<file path="config.mk">
export PLATFORM = sky130hd
export DESIGN_NAME = irb_dw_addr_gen
export DESIGN_NICKNAME = d
export VERILOG_FILES = /design/src/rtl/irb_dw_addr_gen.sv
export SDC_FILE = /design/constraint.sdc
export NUM_CORES = 1
export LEC_CHECK = 0
export CORE_ASPECT_RATIO = 0.9
export CORE_MARGIN = 3
export CORE_UTILIZATION = 63
export DETAILED_ROUTE_END_ITERATION = 7
export PLACE_DENSITY = 0.86
export SYNTH_ARGS = -nofsm -noshare
export SYNTH_HDL_FRONTEND = slang
export SYNTH_SLANG_ARGS = --single-unit
</file>
<file path="constraint.sdc">
create_clock -name clk -period 18.85 [get_ports clk]
set_input_delay 3.77 -clock clk [delete_from_list [all_inputs] [get_ports clk]]
set_output_delay 3.77 -clock clk [all_outputs]
set_load 0.01 [all_outputs]
</file>
<file path="src/rtl/irb_dw_addr_gen.sv">
// Depthwise-stage address sequencer: walks ch/oy/ox/ky/kx over the FMINT tile RAM
// and streams one registered tap beat per transfer under a valid/ready handshake.
module irb_dw_addr_gen #(
  parameter int unsigned NKX     = 3,
  parameter int unsigned NKY     = 3,
  parameter int unsigned TIX_MAX = 16,
  parameter int unsigned TIY_MAX = 16,
  parameter int unsigned TOX_MAX = 14,
  parameter int unsigned TOY_MAX = 14,
  parameter int unsigned NPAR    = 8,
  parameter int unsigned IN_AW   = $clog2(TIX_MAX*TIY_MAX*NPAR),
  parameter int unsigned OUT_AW  = $clog2(TOX_MAX*TOY_MAX*NPAR),
  localparam int unsigned TOXW   = $clog2(TOX_MAX+1),
  localparam int unsigned TOYW   = $clog2(TOY_MAX+1),
  localparam int unsigned NCHW   = $clog2(NPAR+1),
  localparam int unsigned KW     = (NKX*NKY > 1) ? $clog2(NKX*NKY) : 1,
  localparam int unsigned CHW    = (NPAR > 1) ? $clog2(NPAR) : 1
) (
  input  logic              clk,
  input  logic              rst,
  input  logic              start,
  input  logic [TOXW-1:0]   cfg_tox,
  input  logic [TOYW-1:0]   cfg_toy,
  input  logic              cfg_stride,
  input  logic [NCHW-1:0]   cfg_nch,
  input  logic              abort,
  output logic              tap_valid,
  input  logic              tap_ready,
  output logic [IN_AW-1:0]  rd_addr,
  output logic [KW-1:0]     k_idx,
  output logic [CHW-1:0]    ch,
  output logic [OUT_AW-1:0] out_addr,
  output logic              first_tap,
  output logic              last_tap,
  output logic              busy,
  output logic              done,
  output logic              cfg_err
);

  localparam int unsigned KXW = (NKX > 1) ? $clog2(NKX) : 1;
  localparam int unsigned KYW = (NKY > 1) ? $clog2(NKY) : 1;
  localparam int unsigned OXW = (TOX_MAX > 1) ? $clog2(TOX_MAX) : 1;
  localparam int unsigned OYW = (TOY_MAX > 1) ? $clog2(TOY_MAX) : 1;

  typedef enum logic [1:0] {ST_IDLE, ST_RUN, ST_DONE} state_t;

  state_t r_state, w_state_nxt;

  logic [KXW-1:0]  r_kx, w_kx_nxt;
  logic [KYW-1:0]  r_ky, w_ky_nxt;
  logic [OXW-1:0]  r_ox, w_ox_nxt;
  logic [OYW-1:0]  r_oy, w_oy_nxt;
  logic [CHW-1:0]  r_ch, w_ch_nxt;

  logic [TOXW-1:0] r_tox, w_tox_nxt;
  logic [TOYW-1:0] r_toy, w_toy_nxt;
  logic [NCHW-1:0] r_nch, w_nch_nxt;
  logic            r_stride, w_stride_nxt;

  logic              r_tap_valid, w_valid_nxt;
  logic [IN_AW-1:0]  r_rd_addr, w_rd_nxt;
  logic [KW-1:0]     r_k_idx, w_k_nxt;
  logic [CHW-1:0]    r_ch_o, w_ch_o_nxt;
  logic [OUT_AW-1:0] r_out_addr, w_out_nxt;
  logic              r_first, w_first_nxt;
  logic              r_last, w_last_nxt;
  logic              r_busy, r_done, r_cfg_err;
  logic              w_done_nxt, w_cfg_err_nxt;

  logic        w_cfg_ok, w_xfer, w_last_beat;
  logic [31:0] w_cfg_step, w_step, w_k_full;

  // Window fit is checked at 32 bits so oversized tiles cannot wrap into a pass.
  always_comb begin
    w_cfg_step = cfg_stride ? 32'd2 : 32'd1;
    w_cfg_ok   = (cfg_tox != '0) && (cfg_toy != '0) && (cfg_nch != '0)
              && (32'(cfg_nch) <= NPAR)
              && (32'(cfg_tox) <= TOX_MAX) && (32'(cfg_toy) <= TOY_MAX)
              && ((32'(cfg_tox) - 32'd1) * w_cfg_step + NKX <= TIX_MAX)
              && ((32'(cfg_toy) - 32'd1) * w_cfg_step + NKY <= TIY_MAX);
  end

  assign w_xfer      = r_tap_valid && tap_ready;
  assign w_last_beat = (32'(r_kx) == NKX - 1) && (32'(r_ky) == NKY - 1)
                    && (32'(r_ox) + 32'd1 == 32'(r_tox))
                    && (32'(r_oy) + 32'd1 == 32'(r_toy))
                    && (32'(r_ch) + 32'd1 == 32'(r_nch));

  always_comb begin
    w_state_nxt   = r_state;
    w_kx_nxt      = r_kx;
    w_ky_nxt      = r_ky;
    w_ox_nxt      = r_ox;
    w_oy_nxt      = r_oy;
    w_ch_nxt      = r_ch;
    w_tox_nxt     = r_tox;
    w_toy_nxt     = r_toy;
    w_nch_nxt     = r_nch;
    w_stride_nxt  = r_stride;
    w_valid_nxt   = r_tap_valid;
    w_done_nxt    = 1'b0;
    w_cfg_err_nxt = 1'b0;
    unique case (r_state)
      ST_IDLE: begin
        if (start && !abort) begin
          if (w_cfg_ok) begin
            w_state_nxt  = ST_RUN;
            w_valid_nxt  = 1'b1;
            w_tox_nxt    = cfg_tox;
            w_toy_nxt    = cfg_toy;
            w_nch_nxt    = cfg_nch;
            w_stride_nxt = cfg_stride;
            w_kx_nxt     = '0;
            w_ky_nxt     = '0;
            w_ox_nxt     = '0;
            w_oy_nxt     = '0;
            w_ch_nxt     = '0;
          end else begin
            w_cfg_err_nxt = 1'b1;
          end
        end
      end
      ST_RUN: begin
        if (abort || (w_xfer && w_last_beat)) begin
          w_state_nxt = abort ? ST_IDLE : ST_DONE;
          w_done_nxt  = !abort;
          w_valid_nxt = 1'b0;
          w_kx_nxt    = '0;
          w_ky_nxt    = '0;
          w_ox_nxt    = '0;
          w_oy_nxt    = '0;
          w_ch_nxt    = '0;
        end else if (w_xfer) begin
          if (32'(r_kx) != NKX - 1) begin
            w_kx_nxt = r_kx + KXW'(1);
          end else begin
            w_kx_nxt = '0;
            if (32'(r_ky) != NKY - 1) begin
              w_ky_nxt = r_ky + KYW'(1);
            end else begin
              w_ky_nxt = '0;
              if (32'(r_ox) + 32'd1 != 32'(r_tox)) begin
                w_ox_nxt = r_ox + OXW'(1);
              end else begin
                w_ox_nxt = '0;
                if (32'(r_oy) + 32'd1 != 32'(r_toy)) begin
                  w_oy_nxt = r_oy + OYW'(1);
                end else begin
                  w_oy_nxt = '0;
                  w_ch_nxt = r_ch + CHW'(1);
                end
              end
            end
          end
        end
      end
      ST_DONE: w_state_nxt = ST_IDLE;
      default: w_state_nxt = ST_IDLE;
    endcase
  end

  // Beat fields are derived from next-state counters so every output is a flop;
  // while stalled the counters hold, so the recomputed beat is identical.
  always_comb begin
    w_step      = w_stride_nxt ? 32'd2 : 32'd1;
    w_k_full    = 32'(w_ky_nxt) * NKX + 32'(w_kx_nxt);
    w_rd_nxt    = '0;
    w_k_nxt     = '0;
    w_ch_o_nxt  = '0;
    w_out_nxt   = '0;
    w_first_nxt = 1'b0;
    w_last_nxt  = 1'b0;
    if (w_valid_nxt) begin
      w_rd_nxt    = IN_AW'(32'(w_ch_nxt) * TIX_MAX * TIY_MAX
                    + (32'(w_oy_nxt) * w_step + 32'(w_ky_nxt)) * TIX_MAX
                    + 32'(w_ox_nxt) * w_step + 32'(w_kx_nxt));
      w_out_nxt   = OUT_AW'(32'(w_ch_nxt) * TOX_MAX * TOY_MAX
                    + 32'(w_oy_nxt) * TOX_MAX + 32'(w_ox_nxt));
      w_k_nxt     = KW'(w_k_full);
      w_ch_o_nxt  = w_ch_nxt;
      w_first_nxt = (w_k_full == 32'd0);
      w_last_nxt  = (w_k_full == NKX * NKY - 1);
    end
  end

  always_ff @(posedge clk or posedge rst) begin
    if (rst) r_state <= ST_IDLE;
    else     r_state <= w_state_nxt;
  end

  always_ff @(posedge clk or posedge rst) begin
    if (rst) begin
      r_kx        <= '0;
      r_ky        <= '0;
      r_ox        <= '0;
      r_oy        <= '0;
      r_ch        <= '0;
      r_tox       <= '0;
      r_toy       <= '0;
      r_nch       <= '0;
      r_stride    <= 1'b0;
      r_tap_valid <= 1'b0;
      r_rd_addr   <= '0;
      r_k_idx     <= '0;
      r_ch_o      <= '0;
      r_out_addr  <= '0;
      r_first     <= 1'b0;
      r_last      <= 1'b0;
      r_busy      <= 1'b0;
      r_done      <= 1'b0;
      r_cfg_err   <= 1'b0;
    end else begin
      r_kx        <= w_kx_nxt;
      r_ky        <= w_ky_nxt;
      r_ox        <= w_ox_nxt;
      r_oy        <= w_oy_nxt;
      r_ch        <= w_ch_nxt;
      r_tox       <= w_tox_nxt;
      r_toy       <= w_toy_nxt;
      r_nch       <= w_nch_nxt;
      r_stride    <= w_stride_nxt;
      r_tap_valid <= w_valid_nxt;
      r_rd_addr   <= w_rd_nxt;
      r_k_idx     <= w_k_nxt;
      r_ch_o      <= w_ch_o_nxt;
      r_out_addr  <= w_out_nxt;
      r_first     <= w_first_nxt;
      r_last      <= w_last_nxt;
      r_busy      <= (w_state_nxt != ST_IDLE);
      r_done      <= w_done_nxt;
      r_cfg_err   <= w_cfg_err_nxt;
    end
  end

  assign tap_valid = r_tap_valid;
  assign rd_addr   = r_rd_addr;
  assign k_idx     = r_k_idx;
  assign ch        = r_ch_o;
  assign out_addr  = r_out_addr;
  assign first_tap = r_first;
  assign last_tap  = r_last;
  assign busy      = r_busy;
  assign done      = r_done;
  assign cfg_err   = r_cfg_err;

endmodule

</file>
==> results.cfg, run 1 <==
[yosys]
synth-edff-count = 0
ys_seq_area_frac = 0.282
syn_inst = 628
synth_area_um2 = 5760
synth_seq_cells = 65
avgSynthCellArea_um2 = 9.18
yosysWarnings = 0
synth_cell_types = 64
ys.flop_type = dfrtp_1
async_reset_ff_frac = 1.00

[routing]
drc = 0
via_count = 4677
wl_mm = 12.7
postRouteAntennaNets = 0
drtPass1Iterations = 4
wire_per_inst_um = 15.8
viasPerCell = 5.78
drt_iter0_drc = 159

[placement]
gp_congestion = 0.845
portBuffers = 52
placed_area_um2 = 6400
dp_hpwl_mm = 9.99
dp.cells = 793
pre_cts_slack_ns = 6.31

[timing]
min_period_ns = 12.20
worstMarginPinSlew_ns = 1.02
fin_ws_ns = 6.65
tns_ns = 0
max_slew_margin = 0.317
slew_violations = 0
finalCritPeriodShare = 0.647
setup_viol = 0
skew_ns = 0.00995
worst_hold_slack_ns = 0.495
max_freq_mhz = 81.9
rsz0062_at_grt = false
hold_viol_final = 0

[job]
cap_violations = 0

[clock_tree]
cts.sink_count = 65
clk-insertion-delay-late_ns = 0.34
post_cts_resize_count = 0
root_buffer = clkbuf_8
path_clk_slew_ns = 0.07
cts.hold.buffers_added = 0
cts_tree = built
cts_made_buffers = 9
clockBufferDepth = 2
htreeDepth = 3
cts_setup_buffers = 0

[floorplanning]
rows = 32
dieWidth_um = 107
ios = 53
fp.dieH_um = 96.7
fp.coreArea_um2 = 8730
dieArea_um2 = 10300
initial_core_util = 0.660

[worst_setup_path]
crit_path_start_kind = input port
crit_arrival_ns = 12.42
crit_fanout = 30
critPathCapture = out_addr[10]
critical_path_class = input port to register
rr_startpoint = r_oy[0]
startpoint = cfg_stride
end_kind = register
r2r_end = out_addr[10]
rrSetupSlack_ns = 11.69
worstRegToRegCells = 28
cp.required_ns = 19.06
cpPeakStageDelay_ns = 1.14
critPathSlowestCell = clkdlybuf4s50_1

[layout]
drive_above_1_share = 0.0609
syn_to_final_growth_pct = 14.3
antennaDiodeCount = 0
n_fill_cell = 653
postLayoutCoreUtil = 0.755
mostFrequentLayoutCells = ha_1, dfrtp_1, nor2_1, nand2_1, clkdlybuf4s50_1
finish.net_count = 811
fin_cells = 809
final_common_cell = ha_1
postLayoutCellArea_um2 = 6590

[grt]
overflow = 0
grt_pass1_wl_mm = 21.9
antenna_found_initial = 0
track_usage = 0.260
grt_max_degree = 66
grt_pass1_vias = 4663

[power_and_ir_drop]
power.density_nw_per_um2 = 55.4
power_uw = 365
power_leakage_nw = 3.57
ir_drop_mv = 0.0583

[run_status]
status = completed

[hold_path]
hp-start = r_nch[2]
min_path_type = register to register
-- synth_stat cells, drive strengths merged (5+ instances only) --
library cell | count | share of area
a21o | 20 | 0.026
a21oi | 29 | 0.025
a22oi | 5 | 0.0065
a31oi | 5 | 0.0054
and2 | 14 | 0.015
and3 | 6 | 0.0065
clkbuf | 9 | 0.0059
dfrtp | 65 | 0.28
fa | 19 | 0.066
ha | 89 | 0.19
inv | 54 | 0.035
mux2 | 6 | 0.012
mux2i | 5 | 0.011
nand2 | 55 | 0.036
nand2b | 7 | 0.0076
nand3 | 9 | 0.0078
nor2 | 58 | 0.038
nor2b | 17 | 0.018
nor3 | 15 | 0.014
nor3b | 9 | 0.013
o21ai | 31 | 0.030
xnor2 | 30 | 0.046
xor2 | 14 | 0.021
-- layout make-up --
type,instances,area [µm²],area share
Inverter,54,203,0.0308
Clock buffer,11,131,0.0199
Sequential cell,65,1630,0.247
Clock inverter,5,56.3,0.00855
Timing Repair Buffer,54,536,0.0813
Tap cell,119,149,0.0226
Multi-Input combinational cell,501,3890,0.590
-- state kept, by name, indices dropped and copies added (netlist names), 2 cells and up --
signal    count
k_idx         4
r_tox         4
ch            3
r_ox          4
r_nch         4
r_toy         4
out_addr     11
r_state       2
r_kx          2
rd_addr      11
r_ky          2
r_oy          4
r_ch          3
-- worst min path at each step --
stage,slack [ns],depth (start not counted),end
4_1_cts,0.50,2,r_nch[2]
6_report,0.50,2,r_nch[2]
3_5_place_dp,0.48,2,r_nch[2]
5_1_grt,0.53,2,r_nch[2]
2_1_floorplan,0.46,2,r_nch[2]
3_3_place_gp,0.48,2,r_nch[0]
-- power by group --
part	internal, mW	switching [mW]	total, mW	leakage (nW)
clock network	0.0610	0.0547	0.116	0.0933
registers	0.150	0.00946	0.160	0.898
logic	0.0379	0.0514	0.0893	2.57
-- routing by layer --
layer  wire length [µm]  up-vias  track usage
met2               6050      139        0.420
met5                  0        -            0
li1                   -     2267            -
met3                753       22       0.0620
met1               5760     2249        0.358
met4                176        0       0.0541
-- worst max-delay path, delay by kind of cell --
family / cells / cell delay (ns)
XOR/XNOR: 2 / 0.36
AND/OR/NAND/NOR: 7 / 2.39
AO/OA/AOI/OAI: 8 / 1.52
adder cells (fa/ha/maj): 7 / 2.68
multiplexers: 1 / 0.11
buffers and inverters: 5 / 1.56
-- cell families (layout without fill, tap and decap cells) --
| kind of cell | Yosys count | in the layout | share of synthesized area |
|---|---|---|---|
| xor gates and xnor gates | 44 | 44 | 0.0669 |
| and+or+nand+nor | 217 | 217 | 0.192 |
| adders and majority gates | 108 | 108 | 0.259 |
| buffers and inverters | 67 | 124 | 0.0467 |
| other | 1 | 6 | 0.000651 |
| muxes | 11 | 11 | 0.0226 |
| DFF | 65 | 65 | 0.282 |
| AOI/OAI and AO/OA | 115 | 115 | 0.130 |
Power figures use the tool's default switching activity.
==> run 2: changes to the inputs <==
--- a/config.mk
+++ b/config.mk
@@ -7,9 +7,9 @@
 export LEC_CHECK = 0
 export CORE_ASPECT_RATIO = 0.9
 export CORE_MARGIN = 3
-export CORE_UTILIZATION = 63
+export CORE_UTILIZATION = 59
 export DETAILED_ROUTE_END_ITERATION = 7
-export PLACE_DENSITY = 0.86
+export PLACE_DENSITY = 0.82
 export SYNTH_ARGS = -nofsm -noshare
 export SYNTH_HDL_FRONTEND = slang
 export SYNTH_SLANG_ARGS = --single-unit
==> constraint.sdc (replaced) <==
create_clock -name clk -period 11.68 [get_ports clk]
set_input_delay 2.336 -clock clk [delete_from_list [all_inputs] [get_ports clk]]
set_output_delay 2.336 -clock clk [all_outputs]
set_load 0.01 [all_outputs]
==> run 2 against run 1 <==
Register-to-register slack got worse by 7.2 ns. Sequential cell count did not move. Global-route usage fell by 1.0 points. Non-clock buffer count rose by 2. Clock skew fell by 0.0024 ns. Wire length rose by 1.1%. Design area rose by 0.13%. Sequential power rose by 61%. Critical path type unchanged. Largest cell class unchanged. Clock power rose by 51%. Combinational power rose by 62%. Power rose by 58%. Core utilization fell by 4.8 points.
==> results.cfg, run 2 (synthesized netlist as in run 1, its figures left out) <==
[worst_setup_path]
r2r_end = out_addr[10]
cpPeakStageDelay_ns = 0.59
rrSetupSlack_ns = 4.50
crit_path_start_kind = input port
crit_arrival_ns = 10.66
rr_startpoint = r_oy[0]
end_kind = register
crit_fanout = 16
cp.required_ns = 11.90
worstRegToRegCells = 25
critPathSlowestCell = clkdlybuf4s50_1
critical_path_class = input port to register

[timing]
slew_violations = 0
max_freq_mhz = 95.8
worst_hold_slack_ns = 0.492
finalCritPeriodShare = 0.894
skew_ns = 0.00754
setup_viol = 0
tns_ns = 0
min_period_ns = 10.44
worstMarginPinSlew_ns = 0.885
rsz0062_at_grt = false
hold_viol_final = 0
max_slew_margin = 0.404

[floorplanning]
dieArea_um2 = 11000
fp.coreArea_um2 = 9330
rows = 33
dieWidth_um = 110
initial_core_util = 0.618
fp.dieH_um = 99.8
ios = 53

[job]
cap_violations = 0

[grt]
grt_pass1_vias = 4691
grt_max_degree = 66
grt_pass1_wl_mm = 21.8
antenna_found_initial = 0
track_usage = 0.250
overflow = 0

[layout]
syn_to_final_growth_pct = 14.5
fin_cells = 814
n_fill_cell = 730
final_common_cell = ha_1
mostFrequentLayoutCells = ha_1, dfrtp_1, nor2_1, nand2_1, clkdlybuf4s50_1
antennaDiodeCount = 0
drive_above_1_share = 0.0665
finish.net_count = 813
final-seq-area_um2 = 1630
multiInputGateArea_um2 = 3890

[routing]
viasPerCell = 5.65
wl_mm = 12.9
via_count = 4601
drtPass1Iterations = 5
drt_iter0_drc = 297
drc = 0
wire_per_inst_um = 15.8
postRouteAntennaNets = 0

[hold_path]
hold_end = r_toy[3]
min_path_type = register to register
hp-start = r_toy[3]
hold_depth = 2

[placement]
dp_hpwl_mm = 9.92
dp.cells = 798
portBuffers = 52
gp_congestion = 0.881

[clock_tree]
clockBufferDepth = 2
cts.hold.buffers_added = 0
cts.sink_count = 65
clk-insertion-delay-late_ns = 0.35
cts_made_buffers = 9
post_cts_resize_count = 0
root_buffer = clkbuf_8
cts_tree = built
path_clk_slew_ns = 0.08
cts_setup_buffers = 0
htreeDepth = 3

[power_and_ir_drop]
p_comb_frac = 0.251
p_int_uw = 383
ir_drop_mv = 0.0509
pwr-share-clk = 0.304
p_switching_uw = 195
power_leakage_nw = 3.56
power.density_nw_per_um2 = 87.5
switching_share = 0.337
power_frac_seq = 0.445

[run_status]
status = completed
-- run 2: changes by cell type in the layout (fill, tap and decap cells not counted) --
cell	before	now
clkinv_2	2	1
inv_6	0	3
buf_4	2	4
clkinv_4	1	0
clkinvlp_4	1	3
bufinv_16	1	0
clkbuf_1	2	0
-- run 2: critical path, delay by kind of cell --
kind | cells | cell delay (ns)
compound gates | 7 | 1.43
xor+xnor | 2 | 0.41
fa+ha+maj | 9 | 3.10
buf+inv | 7 | 1.42
simple gates | 10 | 1.96
-- run 2: layout make-up --
cell class                      count  share of cell area
Timing Repair Buffer               56              0.0834
Clock inverter                      7             0.00815
Inverter                           54              0.0307
Sequential cell                    65               0.247
Multi-Input combinational cell    501               0.589
Tap cell                          122              0.0231
Clock buffer                        9              0.0188
-- run 2: power groups by stage --
stage / registers [mW] / logic, mW / clock network (mW)
floorplan: 0.260 / 0.0954 / 0
global placement: 0.261 / 0.137 / 0
finish: 0.257 / 0.145 / 0.175
detailed placement: 0.262 / 0.143 / 0
CTS: 0.257 / 0.144 / 0.180
global route: 0.259 / 0.163 / 0.190
-- run 2: layer usage --
| metal | share of wire | GRT usage |
|---|---|---|
| met1 | 0.46 | 0.340 |
| met2 | 0.48 | 0.413 |
| met3 | 0.046 | 0.0437 |
| met4 | 0.012 | 0.0653 |
| met5 | 0 | 0 |
-- run 2: worst max-delay path by stage --
| stage | startpoint | endpoint | cells after the start | slack [ns] |
|---|---|---|---|---|
| global placement | cfg_toy[0] | out_addr[10] | 33 | 1.21 |
| CTS | cfg_stride | out_addr[10] | 29 | 1.33 |
| global route | cfg_stride | out_addr[10] | 32 | 0.68 |
| finish | cfg_toy[0] | out_addr[10] | 35 | 1.24 |
| detailed placement | cfg_toy[0] | out_addr[10] | 35 | 0.97 |
| floorplan | cfg_toy[2] | out_addr[10] | 33 | 2.07 |
-- run 2: stage by stage --
stage / setup slack (ns) / cell area (µm²) / power (mW) / utilization
after floorplan: 2.07 / 5780 / 0.355 / -
after global placement: 1.21 / 6420 / 0.398 / 0.688
after detailed placement: 0.967 / 6420 / 0.405 / 0.688
after CTS: 1.33 / 6600 / 0.581 / 0.707
after global routing: 0.684 / 6600 / 0.612 / 0.707
final: 1.24 / 6600 / 0.578 / 0.707
==> run 3: changes to the inputs <==
--- a/config.mk
+++ b/config.mk
@@ -7,9 +7,9 @@
 export LEC_CHECK = 0
 export CORE_ASPECT_RATIO = 0.9
 export CORE_MARGIN = 3
-export CORE_UTILIZATION = 59
+export CORE_UTILIZATION = 40
 export DETAILED_ROUTE_END_ITERATION = 7
-export PLACE_DENSITY = 0.82
+export RECOVER_POWER = 50
 export SYNTH_ARGS = -nofsm -noshare
 export SYNTH_HDL_FRONTEND = slang
 export SYNTH_SLANG_ARGS = --single-unit
==> run 3 against run 2 <==
The flow now finishes with violations (capacitance limit, slew limit). Critical path depth shrank 4. Cell count grew 8.4%. Wire length shrank 2.9%. Setup slack gained 0.13 ns. Combinational power is essentially flat. Sequential cell count is the same. Maximum frequency grew 1.3%. Sequential power is essentially flat.
==> results.cfg, run 3 (synthesized netlist as in run 1, its figures left out) <==
[run_status]
status = finished with violations
violations = capacitance limit, slew limit

[layout]
syn_to_final_growth_pct = 18.6
final_common_cell = ha_1
mostFrequentLayoutCells = ha_1, dfrtp_1, nor2_1, nand2_1, inv_1
antennaDiodeCount = 0
n_fill_cell = 1342
finish.net_count = 814
postLayoutCoreUtil = 0.499
postLayoutCellArea_um2 = 6840
drive_above_1_share = 0.0635
fin_cells = 882

[power_and_ir_drop]
power.density_nw_per_um2 = 102
p_switching_uw = 197
p_int_uw = 502
p_comb_frac = 0.204
switching_share = 0.282
power_uw = 699
power_leakage_nw = 3.69
power_frac_seq = 0.369
pwr-share-clk = 0.427
ir_drop_mv = 0.0670

[worst_setup_path]
critical_path_class = input port to register
cpPeakStageDelay_ns = 0.70
crit_arrival_ns = 10.52
rrSetupSlack_ns = 4.52
crit_path_start_kind = input port
crit_fanout = 20
r2r_end = out_addr[10]
rr_startpoint = r_oy[0]
startpoint = cfg_stride
crit_path_frequent_cell = ha_1
critPathCapture = out_addr[10]
critPathSlowestCell = clkdlybuf4s50_1
end_kind = register
worstRegToRegCells = 26
cp.required_ns = 11.89

[clock_tree]
cts.sink_count = 65
cts_made_buffers = 9
cts.hold.buffers_added = 0
post_cts_resize_count = 0
cts_setup_buffers = 0
clockBufferDepth = 2
clk-insertion-delay-late_ns = 0.34
root_buffer = clkbuf_16
htreeDepth = 3
cts_tree = built
path_clk_slew_ns = 0.06

[timing]
worst_hold_slack_ns = 0.489
slew_violations = 66
finalCritPeriodShare = 0.883
setup_viol = 0
hold_viol_final = 0
rsz0062_at_grt = false
fin_ws_ns = 1.37
worstMarginPinSlew_ns = 3.40
skew_ns = 0.00733
tns_ns = 0
max_slew_margin = -1.27
max_freq_mhz = 97.0
min_period_ns = 10.31

[floorplanning]
dieWidth_um = 133
fp.dieH_um = 120
initial_core_util = 0.420
fp.coreArea_um2 = 13700
ios = 53
rows = 40
dieArea_um2 = 15900

[routing]
drt_iter0_drc = 314
viasPerCell = 5.10
wire_per_inst_um = 14.2
postRouteAntennaNets = 0
drtPass1Iterations = 4
drc = 0
wl_mm = 12.5
via_count = 4501

[hold_path]
hp-start = r_nch[0]
min_path_type = register to register

[grt]
track_usage = 0.171
antenna_found_initial = 0
overflow = 0
grt_pass1_vias = 4668
grt_max_degree = 66
grt_pass1_wl_mm = 22.3

[placement]
portBuffers = 52
placed_area_um2 = 6510
dp.cells = 866
pre_cts_slack_ns = 0.975
gp_congestion = 0.839
dp_hpwl_mm = 9.91

[job]
cap_violations = 1
==> run 3: cell types whose count changed in the layout (fill, tap and decap cells not counted), moves of 2 or more <==
cell,change
clkdlybuf4s50_1,-18
dlygate4sd3_1,+18
clkbuf_8,-7
clkbuf_1,+2
clkbuf_16,+9
bufinv_16,+2
inv_6,-3
==> run 3: cell type report <==
cell class	count	area, µm²	area share
multi-input combinational	501	3890	0.568
sequential	65	1630	0.238
timing repair buffer	57	554	0.0810
clock buffer	12	256	0.0375
tap	189	236	0.0346
inverter	54	203	0.0296
clock inverter	4	75.1	0.0110
==> run 3: how the worst min path moves through the flow <==
| stage | to | slack [ns] | depth (start not counted) |
|---|---|---|---|
| global placement | r_nch[0] | 0.48 | 2 |
| floorplan | r_nch[2] | 0.46 | 2 |
| finish | r_nch[0] | 0.49 | 2 |
| global route | r_tox[1] | 0.52 | 2 |
| detailed placement | r_nch[0] | 0.48 | 2 |
| CTS | r_nch[0] | 0.50 | 2 |
==> run 3: power groups by stage <==
stage | sequential (mW) | combinational (mW) | clock (mW)
3_3_place_gp | 0.262 | 0.142 | 0
6_report | 0.258 | 0.143 | 0.299
3_5_place_dp | 0.262 | 0.145 | 0
2_1_floorplan | 0.260 | 0.0954 | 0
5_1_grt | 0.261 | 0.164 | 0.312
4_1_cts | 0.258 | 0.146 | 0.306
==> run 3: metal layers <==
layer | track usage | vias up | routed length [µm]
met1 | 0.230 | 2135 | 6050
met3 | 0.0335 | 18 | 499
met5 | 0 | - | 0
li1 | - | 2263 | -
met2 | 0.280 | 85 | 5740
met4 | 0.0494 | 0 | 210
==> run 3: worst max-delay path: cells and delay by family <==
kind / cells / cell delay, ns
fa+ha+maj: 9 / 3.10
simple gates: 7 / 1.92
compound gates: 9 / 1.65
buf+inv: 4 / 1.22
xor+xnor: 1 / 0.17
mux: 1 / 0.11
